**config.mk**
```make
export PLATFORM = sky130hd
export DESIGN_NAME = mod_inverse_unit
export DESIGN_NICKNAME = d
export VERILOG_FILES = /design/src/rtl/mod_inverse_unit.sv
export SDC_FILE = /design/constraint.sdc
export NUM_CORES = 2
export LEC_CHECK = 0
export ABC_AREA = 1
export BUFFER_PORTS_ARGS = -buffer_cell sky130_fd_sc_hd__buf_2
export CAP_MARGIN = 25
export CORE_ASPECT_RATIO = 1.5
export CORE_UTILIZATION = 40
export DETAILED_ROUTE_END_ITERATION = 12
export GPL_ROUTABILITY_DRIVEN = 0
export PLACE_DENSITY = 0.61
export SYNTH_ARGS = -nofsm -noshare
export SYNTH_HDL_FRONTEND = slang
export SYNTH_SLANG_ARGS = --single-unit
```
**constraint.sdc**
```tcl
create_clock -name clk -period 8.96 [get_ports clk]
set_input_delay 0.896 -clock clk [delete_from_list [all_inputs] [get_ports clk]]
set_output_delay 0.896 -clock clk [all_outputs]
set_load 0.02 [all_outputs]
```
**src/rtl/mod_inverse_unit.sv**
```systemverilog
// Modular inverse a^-1 mod m by iterative extended Euclid on a restoring divider,
// with an optional upward search for the first odd exponent coprime to m.
module mod_inverse_unit #(
    parameter int WIDTH = 32
) (
    input  logic             clk,
    input  logic             reset,
    input  logic             start,
    input  logic             auto_e,
    input  logic [WIDTH-1:0] a,
    input  logic [WIDTH-1:0] m,
    output logic             busy,
    output logic             done,
    output logic             error,
    output logic [WIDTH-1:0] e_out,
    output logic [WIDTH-1:0] inv
);
    localparam int CW = $clog2(WIDTH);

    typedef enum logic [2:0] {
        S_IDLE, S_LOAD, S_DIV, S_UPDATE, S_CHECK, S_NEXT, S_FIX, S_DONE
    } state_t;

    state_t state_q, state_d;

    logic [WIDTH-1:0]        m_q, cand_q, r0_q, r1_q, p_q, qd_q, emod_q;
    logic signed [WIDTH:0]   s0_q, s1_q;
    logic [CW-1:0]           cnt_q;
    logic                    auto_q, busy_q, done_q, err_q;
    logic [WIDTH-1:0]        eout_q, inv_q;

    logic                    load_err, div_last, rem_zero, gcd_one, next_oob;
    logic                    sub_ok, accept_c, fail_c;
    logic [WIDTH:0]          rem_sh, diff, cand_sum, prod_lo;
    logic [WIDTH-1:0]        p_nx, inv_fix;
    logic signed [WIDTH:0]   s_nx;

    assign load_err = (m_q < WIDTH'(2)) || (cand_q == '0) || (auto_q && cand_q >= m_q);
    assign div_last = (cnt_q == CW'(WIDTH-1));
    assign rem_zero = (p_q == '0);
    assign gcd_one  = (r1_q == WIDTH'(1));
    assign cand_sum = {1'b0, cand_q} + (WIDTH+1)'(2);
    assign next_oob = (cand_sum >= {1'b0, m_q});

    // One restoring step: the difference can go negative only by less than 2^WIDTH,
    // so its top bit doubles as the borrow.
    assign rem_sh = {p_q, qd_q[WIDTH-1]};
    assign diff   = rem_sh - {1'b0, r1_q};
    assign sub_ok = ~diff[WIDTH];
    assign p_nx   = sub_ok ? diff[WIDTH-1:0] : rem_sh[WIDTH-1:0];

    // Only the low WIDTH+1 bits of q*s1 are kept; |s| <= m keeps the result exact.
    assign prod_lo = {1'b0, qd_q} * $unsigned(s1_q);
    assign s_nx    = s0_q - $signed(prod_lo);
    assign inv_fix = s1_q[WIDTH] ? (s1_q[WIDTH-1:0] + m_q) : s1_q[WIDTH-1:0];

    always_ff @(posedge clk or negedge reset) begin
        if (!reset) state_q <= S_IDLE;
        else        state_q <= state_d;
    end

    always_comb begin
        state_d = state_q;
        case (state_q)
            S_IDLE:   if (start) state_d = S_LOAD;
            S_LOAD:   state_d = load_err ? S_DONE : S_DIV;
            S_DIV:    if (div_last) state_d = S_UPDATE;
            S_UPDATE: state_d = rem_zero ? S_CHECK : S_DIV;
            S_CHECK:  state_d = gcd_one ? S_FIX : (auto_q ? S_NEXT : S_DONE);
            S_NEXT:   state_d = next_oob ? S_DONE : S_LOAD;
            S_FIX:    state_d = S_DONE;
            S_DONE:   state_d = S_IDLE;
            default:  state_d = S_IDLE;
        endcase
    end

    always_comb begin
        accept_c = 1'b0;
        fail_c   = 1'b0;
        case (state_q)
            S_IDLE:  accept_c = start;
            S_LOAD:  fail_c   = load_err;
            S_CHECK: fail_c   = !gcd_one && !auto_q;
            S_NEXT:  fail_c   = next_oob;
            default: ;
        endcase
    end

    always_ff @(posedge clk or negedge reset) begin
        if (!reset) begin
            m_q <= '0; cand_q <= '0; r0_q <= '0; r1_q <= '0;
            p_q <= '0; qd_q <= '0; emod_q <= '0; cnt_q <= '0;
            s0_q <= '0; s1_q <= '0; auto_q <= 1'b0;
            busy_q <= 1'b0; done_q <= 1'b0; err_q <= 1'b0;
            eout_q <= '0; inv_q <= '0;
        end else begin
            done_q <= 1'b0;
            if (accept_c) begin
                m_q    <= m;
                cand_q <= auto_e ? (a | WIDTH'(1)) : a;
                auto_q <= auto_e;
                busy_q <= 1'b1;
                err_q  <= 1'b0;
            end
            case (state_q)
                S_LOAD: begin
                    r0_q   <= m_q;
                    r1_q   <= cand_q;
                    s0_q   <= '0;
                    s1_q   <= (WIDTH+1)'(1);
                    p_q    <= '0;
                    qd_q   <= m_q;
                    cnt_q  <= '0;
                    emod_q <= cand_q;
                end
                S_DIV: begin
                    p_q   <= p_nx;
                    qd_q  <= {qd_q[WIDTH-2:0], sub_ok};
                    cnt_q <= cnt_q + CW'(1);
                end
                S_UPDATE: begin
                    // Dividing by m only happens after the a>=m swap; that remainder is a mod m.
                    if (r1_q == m_q) emod_q <= p_q;
                    if (!rem_zero) begin
                        r0_q  <= r1_q;
                        r1_q  <= p_q;
                        s0_q  <= s1_q;
                        s1_q  <= s_nx;
                        p_q   <= '0;
                        qd_q  <= r1_q;
                        cnt_q <= '0;
                    end
                end
                S_NEXT: if (!next_oob) cand_q <= cand_sum[WIDTH-1:0];
                S_FIX: begin
                    inv_q  <= inv_fix;
                    eout_q <= emod_q;
                end
                S_DONE: begin
                    done_q <= 1'b1;
                    busy_q <= 1'b0;
                end
                default: ;
            endcase
            if (fail_c) begin
                err_q  <= 1'b1;
                inv_q  <= '0;
                eout_q <= '0;
            end
        end
    end

    assign busy  = busy_q;
    assign done  = done_q;
    assign error = err_q;
    assign e_out = eout_q;
    assign inv   = inv_q;
endmodule

```
Word level (Yosys, flattened, before mapping):

Cells that the tools add are included.

* bits in registers: 334
* bits in latches: 0
* RAM bits: 0
* ROM bits: 0
* output and inout port bits: 67
* word-level logic and storage cells: 97
* memories kept: 0

* add/sub/neg operators: 5
* multipliers: 1
* divide/modulo/power cells: 0
* magnitude comparators: 3
* equality and inequality tests: 14
* shift-type cells: 0
* multiplexer cells: 39
* bitwise logic cells: 1
* reductions and logical operators: 18

Operators by type and width (number)
* 2-to-1 mux 32 bit: 13
* case mux 32 bit (3 select lines): 2
* case mux 33 bit (2 select lines): 2
* case mux 32 bit (2 select lines): 2
* 2-to-1 mux 33 bit: 2
* logical NOT 32 bit: 2
* adder 32 x 2 -> 33 bit (second input constant): 1
* greater-or-equal comparator 33 x 32 -> 1 bit: 1
* multiplier 32 x 33 -> 33 bit: 1
* subtractor 33 x 32 -> 33 bit: 1
* subtractor 33 bit: 1
* adder 32 bit: 1
* equality test 32 x 1 -> 1 bit (second input constant): 1
* equality test 32 bit: 1
* greater-or-equal comparator 32 bit: 1
* < comparator 32 x 2 -> 1 bit (second input constant): 1
* case mux 3 bit (8 select lines): 1
* 2-to-1 mux 3 bit: 5
* case mux 5 bit (3 select lines): 1
* equality test 3 bit (second input constant): 4
* != test 2 bit (second input constant): 4
* AND reduction 2 bit: 4
* nonzero test 2 bit: 4
* 2-to-1 mux 1 bit: 7
* other kinds (13): 18

Depth between registers and ports, before layout:

* depth in word-level cells: 5
* gate-level depth with buffers: 33

Worst setup path after synthesis:

OpenSTA, ideal clock, no wires.

* kind: register -> register
* start: reg qd_q[5]
* end: reg s1_q[27]
* library setup time: 130 ps
* arrival time: 6479 ps
* required time: 8830 ps
* slack: 2351 ps
* stages on the path, launching flop included: 28
* path buffers: 2
* period minus slack after synthesis: 6609 ps
* path through: dfrtp_1 clkbuf_1 buf_1 nand2_1 fa_1 fa_1 fa_1 inv_1 fa_1 inv_1 fa_1 fa_1 fa_1 inv_1 fa_1 inv_1 ha_1 nand2_1 nor3_1 nand4_1 nand3_1 nand3_1 nand2_1 nand2_1 nand2_1 a21oi_1 o21ai_0 o21ai_0

* word-level cells in the longest chain between the ends: 4

RTL lines
* start: declaration: RTL line 26 `logic [WIDTH-1:0] m_q, cand_q, r0_q, r1_q, p_q, qd_q, emod_q;`
* start signal: assignment: RTL line 112 `qd_q <= m_q;`
* start signal: assignment: RTL line 118 `qd_q <= {qd_q[WIDTH-2:0], sub_ok};`
* start signal: assignment: RTL line 130 `qd_q <= r1_q;`
* multiplier 32 x 33 -> 33 bit: RTL line 53 `assign prod_lo = {1'b0, qd_q} * $unsigned(s1_q);`
* subtractor 33 bit: RTL line 54 `assign s_nx = s0_q - $signed(prod_lo);`
* 2-to-1 mux 33 bit: RTL line 124 `if (!rem_zero) begin`
* case mux 33 bit (2 select lines): RTL line 105 `case (state_q)`
* end signal: assignment: RTL line 110 `s1_q <= (WIDTH+1)'(1);`
* end signal: assignment: RTL line 128 `s1_q <= s_nx;`
* end: declaration: RTL line 27 `logic signed [WIDTH:0] s0_q, s1_q;`

No other way between the ends. The select of a mux whose other input is x is not followed.
A chain may end at the register's enable or synchronous reset.

Worst setup path after layout:

* start: reg qd_q[2]
* end: reg s1_q[27]

Same word-level chain as after synthesis.

==> results.toml <==
[sta]
worst_clock_skew_ns = 0.05164
period_share_pct = 87.12
fin_crit_ns = 7.806
slew_viol_final = 0
max-slew-margin-rel_pct = 24.46
max_freq_mhz = 128.1
setup_ws_ns = 1.154
fin_tns_setup_ns = 0
setup_viol = 0
rsz0062_at_grt = "false"
tightestPinTransition_ns = 1.121
hold_violations = 0
holdWs_ns = 0.2774

[clock_network]
numCtsBuffers = 39
postCtsResizedCells = 0
cts_hold_buf = 0
cts.sinks = 334
cts_setup_buffers = 0
cts_tree = "built"
cts_buffer_depth = 3
ctsHtreeMaxLevel = 2
cts_root_buffer = "clkbuf_16"
clk_pin_slew_ns = 0.06
clock_latency_ns = 0.61

[global_route]
grt_max_degree = 142
antenna_found_initial = 4
grt_pass1_wl_mm = 224.7
overflow = 0
track_usage_pct = 30.05
grt_pass1_vias = 37001

[synthesis]
ys_dominant_reg_cell = "dfrtp_1"
synth_top_area_cell = "fa_1"
synth-seq-cells = 334
yosys-top-cells-area = "fa_1 24%, dfrtp_1 21%, nand2_1 14%"
yosys_warnings = 0
syn_area_per_cell_um2 = 7.486
yosys.area.top_type_share_pct = 23.83
synth_cells = 5341
synthArstFlopShare_pct = 100.0
yosysUniqueCellTypes = 61
yosysSeqAreaShare_pct = 20.90
synthesis.nets = 6162
synth_edf_count = 0
syn_area_um2 = 39980

[worst_setup_path]
worst_path_dominant_cell_family = "adder cells"
crit_arrival_ns = 8.27
critPathLaunchType = "register"
endpoint = "s1_q[27]"
cpMaxStageDelayCell = "dfrtp_1"
r2r_slack_ns = 1.15
path_max_fanout = 21
crit_path_max_incr_delay_ns = 0.71
required_ns = 9.43
reg2regPathDepth = 25
timing.rr.start = "qd_q[2]"
worst-path-buf-inv = 5
path_class = "register to register"
critPathCaptureType = "register"
cp.depth = 25
crit_start = "qd_q[2]"
r2r_end = "s1_q[27]"
cpMostUsedCell = "fa_1"

[drt]
drt_first_pass_iters = 6
wl_met1_mm = 48.50
top_layer = "met5"
drc = 0
routedWlPerCell_um = 22.23
met3WireLength_mm = 9.037
drtIter0Drc = 2595
vias = 35796
via_per_inst = 5.351
ant_nets = 0
wl_met2_mm = 72.49
routed_wl_mm = 148.7

[layout]
area_growth_pct = 8.627
nets = 6192
fillCellCount = 10039
design_area_um2 = 43430
drive_above_1_share_pct = 6.906

[placed_design]
dp_hpwl_mm = 117.0
place_ws_ns = 1.213
dpl_cell_area_um2 = 41940
numPortBuffers = 134

[die]
rows = 141
ios = 135
start_util_pct = 40.47
die_w_um = 260.1
die_h_um = 389.2
core_um2 = 98790
fp.dieArea_um2 = 101300

[run_status]
status = "finished clean"

[hold_path]
worstHoldPathType = "input pin to asynchronous set/reset pin"

[job]
max_cap_viol_count = 0
[through the flow]
stage / std cells / utilization, %
finish: 6689 / 43.96
global route: 6688 / 43.96
CTS: 6680 / 43.83
detailed placement: 6609 / 42.46
global placement: 6604 / 42.35
floorplan: 5341 / -
[worst reg2reg max path, cell delays in order, from the launching register on]
cell and delay, ns:
dfrtp_1 0.71, buf_4 0.42, nand2_1 0.14, fa_1 0.55
fa_1 0.49, inv_1 0.05, fa_1 0.51, fa_1 0.59
fa_1 0.42, ha_1 0.29, inv_1 0.05, fa_1 0.49
inv_1 0.05, fa_1 0.47, inv_1 0.04, ha_1 0.39
a21oi_1 0.34, o21ai_0 0.31, a21oi_1 0.34, nand3_1 0.36
nand3_1 0.18, nand2_1 0.10, nand2_1 0.08, nand2_1 0.07
o21ai_0 0.16, o21ai_0 0.11
[routing by layer]
| metal | vias up | global-route usage [%] |
|---|---|---|
| li1 | 16370 | - |
| met1 | 17433 | 30.14 |
| met2 | 1435 | 51.12 |
| met3 | 552 | 4.990 |
| met4 | 6 | 30.99 |
| met5 | - | 0 |
[layout make-up]
| cell class | instances | area [um^2] | area share [%] |
|---|---|---|---|
| Sequential cell | 334 | 8358 | 19.24 |
| Clock inverter | 21 | 256.5 | 0.5906 |
| Tap cell | 1287 | 1610 | 3.708 |
| Clock buffer | 50 | 1099 | 2.529 |
| Inverter | 1135 | 4260 | 9.809 |
| Antenna cell | 1 | 2.502 | 0.005762 |
| Multi-Input combinational cell | 3642 | 26370 | 60.72 |
| Timing Repair Buffer | 219 | 1473 | 3.391 |
[placed cells by master (no fill, tap or decap), types with 13 or more instances in the layout]
cell type / n
clkbuf_16: 40
nand3b_1: 14
fa_1: 476
o211ai_1: 17
ha_1: 277
xor2_1: 60
o21ai_0: 361
nor2_1: 189
nand2_2: 54
o22ai_1: 29
nand3_1: 182
buf_2: 134
nor3_1: 29
dfrtp_1: 334
o21bai_1: 13
a21oi_1: 174
nor4_1: 31
inv_1: 1128
buf_4: 73
nand2_1: 1525
nand4_1: 70
xnor2_1: 31
a21o_1: 20
[flip-flops by register name (all words and copies together) (netlist names), 3 cells and up]
signal   cells
emod_q      32
r1_q        32
qd_q        32
inv         32
e_out       32
state_q      3
m_q         32
s1_q        33
p_q         32
s0_q        33
cnt_q        5
cand_q      32
[cells in the mapped netlist, types with 6 or more instances]
cell / instances
nor3_1: 29
nand3_1: 183
dfrtp_1: 334
a31oi_1: 12
nor2_1: 191
fa_1: 476
mux2i_1: 7
inv_1: 1131
nand2_2: 53
o22ai_1: 29
nor4_1: 31
xnor2_1: 31
or2_2: 6
a21oi_1: 174
xor2_1: 60
o211ai_1: 17
nand3b_1: 14
a221oi_1: 10
nand4_1: 70
a21o_1: 20
buf_2: 17
o21bai_1: 13
nand2_1: 1527
buf_1: 27
clkbuf_1: 171
o21ai_0: 361
ha_1: 277
[how the worst min path moves through the flow]
| stage | depth (start not counted) | endpoint | startpoint | slack, ns |
|---|---|---|---|---|
| after floorplan | 2 | cnt_q[4] | cnt_q[4] | 0.45 |
| after global placement | 2 | e_out[12] | e_out[12] | 0.45 |
| after detailed placement | 2 | e_out[12] | e_out[12] | 0.45 |
| after CTS | 1 | cand_q[12] | reset | 0.30 |
| after global routing | 1 | cand_q[11] | reset | 0.33 |
| final | 1 | cand_q[11] | reset | 0.28 |
[cells by family (layout without fill, tap and decap cells)]
kind of cell | after synthesis | after routing | synth area share, %
other cells | 0 | 1 | 0
fa+ha+maj | 753 | 753 | 32.50
simple gates | 2122 | 2122 | 22.01
buf+inv | 1365 | 1425 | 13.24
flops | 334 | 334 | 20.90
compound gates | 669 | 669 | 9.175
mux | 7 | 7 | 0.1752
xor+xnor | 91 | 91 | 1.993
Power is not shown: default switching activity piles up to over one toggle a cycle in this logic, so the estimate is an artifact.
